File: src/rtl/rst_req_gen.sv
// rst_req_gen: source-side reset issuer. It drives RST_OUT into a destination
// domain and waits for that domain's released reset (RST_ACK) to come back.
// Ports:
//   CLK        system clock
//   RST        async active-low reset; power-on runs one full sequence
//   SW_RST_REQ one-cycle software request, accepted only in IDLE
//   RST_ACK    destination reset level (async), 0 = destination in reset
//   RST_OUT    registered active-low reset to the destination
//   BUSY       high while a sequence is in progress
//   DONE       one-cycle pulse on successful completion
//   ERR        sticky timeout flag, cleared by an accepted request
module rst_req_gen #(
  parameter int NUM_STAGES     = 2,
  parameter int HOLD_CYCLES    = 8,
  parameter int TIMEOUT_CYCLES = 64,
  parameter int CNT_WIDTH      = 8
) (
  input  logic CLK,
  input  logic RST,
  input  logic SW_RST_REQ,
  input  logic RST_ACK,
  output logic RST_OUT,
  output logic BUSY,
  output logic DONE,
  output logic ERR
);

  typedef enum logic [1:0] {
    ASSERT  = 2'd0,
    RELEASE = 2'd1,
    IDLE    = 2'd2
  } state_t;

  localparam logic [CNT_WIDTH-1:0] HOLD_MAX =
    CNT_WIDTH'(HOLD_CYCLES);
  localparam logic [CNT_WIDTH-1:0] HOLD_LAST =
    CNT_WIDTH'(HOLD_CYCLES - 1);
  localparam logic [CNT_WIDTH-1:0] TO_LAST =
    CNT_WIDTH'(TIMEOUT_CYCLES - 1);
  localparam logic [CNT_WIDTH-1:0] CNT_MAX = '1;

  logic [NUM_STAGES-1:0] ack_ff;
  logic                  ack_s;

  state_t               state_q;
  state_t               state_d;
  logic [CNT_WIDTH-1:0] hold_q;
  logic [CNT_WIDTH-1:0] hold_d;
  logic [CNT_WIDTH-1:0] to_q;
  logic [CNT_WIDTH-1:0] to_d;
  logic [CNT_WIDTH-1:0] hold_inc;
  logic [CNT_WIDTH-1:0] to_inc;
  logic                 hold_ok;
  logic                 to_exp;
  logic                 rst_out_d;
  logic                 busy_d;
  logic                 done_d;
  logic                 err_d;

  // RST_ACK is asynchronous to CLK; only the last stage is used.
  always_ff @(posedge CLK or negedge RST) begin
    if (!RST) begin
      ack_ff <= '0;
    end else begin
      ack_ff <= {ack_ff[NUM_STAGES-2:0], RST_ACK};
    end
  end

  assign ack_s = ack_ff[NUM_STAGES-1];

  // Both counters saturate instead of wrapping.
  assign hold_inc = (hold_q == HOLD_MAX) ? hold_q
                                         : hold_q + 1'b1;
  assign to_inc   = (to_q == CNT_MAX) ? to_q
                                      : to_q + 1'b1;
  assign hold_ok  = (hold_q >= HOLD_LAST);
  assign to_exp   = (to_q >= TO_LAST);

  always_ff @(posedge CLK or negedge RST) begin
    if (!RST) begin
      state_q <= ASSERT;
      hold_q  <= '0;
      to_q    <= '0;
      RST_OUT <= 1'b0;
      BUSY    <= 1'b1;
      DONE    <= 1'b0;
      ERR     <= 1'b0;
    end else begin
      state_q <= state_d;
      hold_q  <= hold_d;
      to_q    <= to_d;
      RST_OUT <= rst_out_d;
      BUSY    <= busy_d;
      DONE    <= done_d;
      ERR     <= err_d;
    end
  end

  always_comb begin
    state_d   = state_q;
    hold_d    = hold_q;
    to_d      = to_q;
    rst_out_d = RST_OUT;
    busy_d    = BUSY;
    done_d    = 1'b0;
    err_d     = ERR;
    unique case (state_q)
      ASSERT: begin
        rst_out_d = 1'b0;
        hold_d    = hold_inc;
        to_d      = to_inc;
        // RST_OUT stays low on this edge and rises
        // one edge later, so the low time is the
        // full hold count.
        if (hold_ok && !ack_s) begin
          state_d = RELEASE;
          to_d    = '0;
        end else if (to_exp) begin
          // Destination never entered reset.
          state_d   = IDLE;
          rst_out_d = 1'b1;
          busy_d    = 1'b0;
          err_d     = 1'b1;
        end
      end
      RELEASE: begin
        rst_out_d = 1'b1;
        to_d      = to_inc;
        if (ack_s) begin
          state_d = IDLE;
          busy_d  = 1'b0;
          done_d  = 1'b1;
        end else if (to_exp) begin
          state_d = IDLE;
          busy_d  = 1'b0;
          err_d   = 1'b1;
        end
      end
      IDLE: begin
        rst_out_d = 1'b1;
        busy_d    = 1'b0;
        if (SW_RST_REQ) begin
          state_d = ASSERT;
          hold_d  = '0;
          to_d    = '0;
          busy_d  = 1'b1;
          err_d   = 1'b0;
        end
      end
      default: begin
        state_d   = ASSERT;
        rst_out_d = 1'b0;
        busy_d    = 1'b1;
      end
    endcase
  end

endmodule

File: config.mk
export PLATFORM = sky130hd
export DESIGN_NAME = rst_req_gen
export DESIGN_NICKNAME = d
export VERILOG_FILES = /design/src/rtl/rst_req_gen.sv
export SDC_FILE = /design/constraint.sdc
export NUM_CORES = 1
export LEC_CHECK = 0
export ABC_AREA = 1
export CORE_MARGIN = 4
export CORE_UTILIZATION = 41
export CTS_CLUSTER_DIAMETER = 80
export DETAILED_ROUTE_END_ITERATION = 10
export GPL_ROUTABILITY_DRIVEN = 0
export GPL_TIMING_DRIVEN = 0
export SYNTH_ARGS = -nofsm -noshare
export SYNTH_HDL_FRONTEND = slang
export SYNTH_SLANG_ARGS = --single-unit
export TNS_END_PERCENT = 10
File: constraint.sdc
create_clock -name CLK -period 4.7 [get_ports CLK]
set_input_delay 0.94 -clock CLK [delete_from_list [all_inputs] [get_ports CLK]]
set_output_delay 0.94 -clock CLK [all_outputs]
set_load 0.005 [all_outputs]
==> results.py <==
metrics = {
    "critical_path": {
        "crit_path_max_fanout": 2,
        "crit_cells": 1,
        "worstSetupEndpointType": "primary output",
        "crit_type": "register to primary output",
        "r2r-start": "state_q[0]",
        "critPathCapture": "BUSY",
        "cp_slowest_stage_delay_ns": 0.54,
        "reg2reg_slack_ns": 2.94,
        "required_ns": 3.76,
        "crit_buf_inv": 1,
        "rr_endpoint": "to_q[1]",
        "cp.arrival_ns": 1.28,
        "reg2regPathDepth": 10,
        "worstPathCellList": "clkdlybuf4s50_1",
        "slowest_stage": "dfstp_2",
        "setup.worst_path.start_class": "register",
        "setup.worst_path.start": "BUSY",
        "critPathTopFamily": "flip-flops",
    },
    "global_routing": {
        "antenna_found_initial": 0,
        "grt_pass1_vias": 1185,
        "grt_max_degree": 25,
        "overflow": 0,
        "grt_pass1_wl_um": 5070,
        "track_usage_pct": 14.2,
    },
    "timing": {
        "min_period_ns": 2.22,
        "setup_viol_count_final": 0,
        "timing.final.crit_share_pct": 47.3,
        "tightest_slew_ns": 1.07,
        "grt_setup_unrepaired": "false",
        "slew_viol_final": 0,
        "setup_tns_ns": 0,
        "fmax_mhz": 450,
        "slew_headroom_pct": 28.3,
        "hold_viol": 0,
        "finalClockSkew_ns": 0.00224,
    },
    "cts": {
        "ctsHoldBuffers": 0,
        "cts_buffers": 3,
        "cts_tree": "yes",
        "cts_buffer_depth": 2,
        "clkLatencyLatePin_ns": 0.26,
        "cts_resized": 0,
        "h-tree-depth": 1,
        "ctsRootBufferMaster": "clkbuf_8",
        "clk_pin_slew_worst_paths_ns": 0.08,
        "numClockSinks": 24,
        "cts_setup_buffers": 0,
    },
    "final_layout": {
        "nFillCells": 340,
        "nets": 233,
        "instances_no_fill": 267,
        "drive_gt1_share_pct": 5.88,
        "area_growth_syn_to_layout_pct": 11.5,
        "utilization_pct": 48.8,
        "n_antenna_cell": 0,
    },
    "logic_synthesis": {
        "ys_seq_area_share_pct": 39.9,
        "synth_common_cells": "nand2_1, inv_1, dfrtp_1, nand3_1, nor2_1",
        "synthFlopType": "dfrtp_1",
        "avgSynthCellArea_um2": 7.18,
        "postSynthCellCount": 210,
        "synth_top_cell_by_area": "dfrtp_1",
        "yosysWarnings": 0,
        "yosysMostFrequentCell": "nand2_1",
        "netlist.area_leader.share_pct": 38.2,
        "yosys-top-cells-area": "dfrtp_1, nand2_1, inv_1",
        "synth_nets": 221,
        "yosys.cell_types.count": 23,
        "async_flop_share_pct": 100,
        "synth_area_um2": 1510,
        "synth_edf_count": 0,
        "synth-seq-cells": 24,
    },
    "drt": {
        "drt_wl_total_um": 2690,
        "routedWlPerCell_um": 10.1,
        "ant_nets": 0,
        "avgViaCountPerCell": 4.55,
        "drt_iter0_markers": 63,
        "vias": 1214,
        "drcViolationCount": 0,
        "firstDrtPassIters": 4,
    },
    "run": {
        "maxCapViolCount": 0,
    },
    "placed_design": {
        "io_buffer_count": 7,
        "dp_hpwl_um": 2070,
        "post-place-cells": 263,
    },
    "floorplan": {
        "core_area_um2": 3440,
        "ios": 8,
        "die_area_um2": 4710,
        "die_x_um": 68.6,
        "initial_core_util_pct": 43.8,
        "rows": 21,
        "die_y_um": 68.6,
    },
    "pwr": {
        "power_density_nw_per_um2": 524,
        "finalPower_w": 0.000880,
        "leakage_nw": 0.925,
        "vdd_drop_max_v": 0.000282,
    },
    "worst_hold_path": {
        "min_path_type": "register to register",
    },
    "run_status": {
        "status": "complete, no violations",
    },
}
## power by group
| part | internal [W] | switching, W | leakage (nW) |
|---|---|---|---|
| combinational | 0.000171 | 0.000277 | 0.588 |
| clock | 0.0000604 | 0.0000608 | 0.0228 |
| sequential | 0.000267 | 0.0000446 | 0.314 |
| total | 0.000499 | 0.000382 | 0.925 |
## cells in the final DEF (no fill, tap or decap)
cell and n:
inv_2 1, nand2_1 65, nand3_1 17, nor2_4 2
dfrtp_1 23, or2_2 1, nand3b_1 1, clkdlybuf4s50_1 7
clkbuf_1 1, nand2_2 1, o21bai_1 3, a21oi_1 1
o21ai_1 1, nor3_1 2, nand3_2 1, inv_1 40
nor2_1 17, o21ai_0 13, a21oi_2 1, ha_1 7
nand4_1 7, o31ai_4 1, dfstp_2 1, clkbuf_8 3
buf_6 1, xor2_1 3
## cell type report
type | instances | area (um^2) | area share [%]
multi-input combinational | 144 | 741 | 44.1
sequential | 24 | 602 | 35.8
inverter | 41 | 154 | 9.16
timing repair buffer | 7 | 70.1 | 4.17
tap | 46 | 57.6 | 3.43
clock buffer | 4 | 45.0 | 2.68
buffer | 1 | 11.3 | 0.670
## routing by layer
metal	vias up	share of wire (%)	wire (um)	track usage [%]
met1	521	55	1470	18.8
met4	0	1.5	40	4.47
met3	4	4.3	117	4.21
met2	15	40	1060	22.2
li1	674	-	-	-
met5	-	0	0	0
## sequential cells by signal, indices dropped and copies added, names as in the netlist
register / count
ERR: 1
state_q: 2
hold_q: 8
RST_OUT: 1
to_q: 8
ack_ff: 2
BUSY: 1
DONE: 1
## worst min path at each step
stage / start / end / slack, ns / cells after the start
2_1_floorplan: ack_ff[0] / ack_ff[1] / 0.33 / 0
5_1_grt: ack_ff[0] / ack_ff[1] / 0.37 / 0
4_1_cts: ack_ff[0] / ack_ff[1] / 0.36 / 0
6_report: ack_ff[0] / ack_ff[1] / 0.36 / 0
3_5_place_dp: ack_ff[0] / ack_ff[1] / 0.34 / 0
3_3_place_gp: ack_ff[0] / ack_ff[1] / 0.33 / 0
## through the flow
step                      hold slack [ns]  area, um^2  setup WS (ns)
after floorplan                     0.331        1510           3.08
after global placement              0.332        1640           2.38
after detailed placement            0.339        1640           2.40
after CTS                           0.358        1680           2.47
after global routing                0.375        1680           2.44
final                               0.356        1680           2.48
## kinds of logic (layout without fill, tap and decap cells)
group / Yosys count / after routing / share of synthesized area, %
buffers and inverters: 42 / 53 / 11.0
and+or+nand+nor: 114 / 114 / 33.1
DFF: 24 / 24 / 39.9
xor gates and xnor gates: 3 / 3 / 1.74
adders and majority gates: 7 / 7 / 5.81
AOI/OAI and AO/OA: 20 / 20 / 8.46
Power figures use the tool's default switching activity.
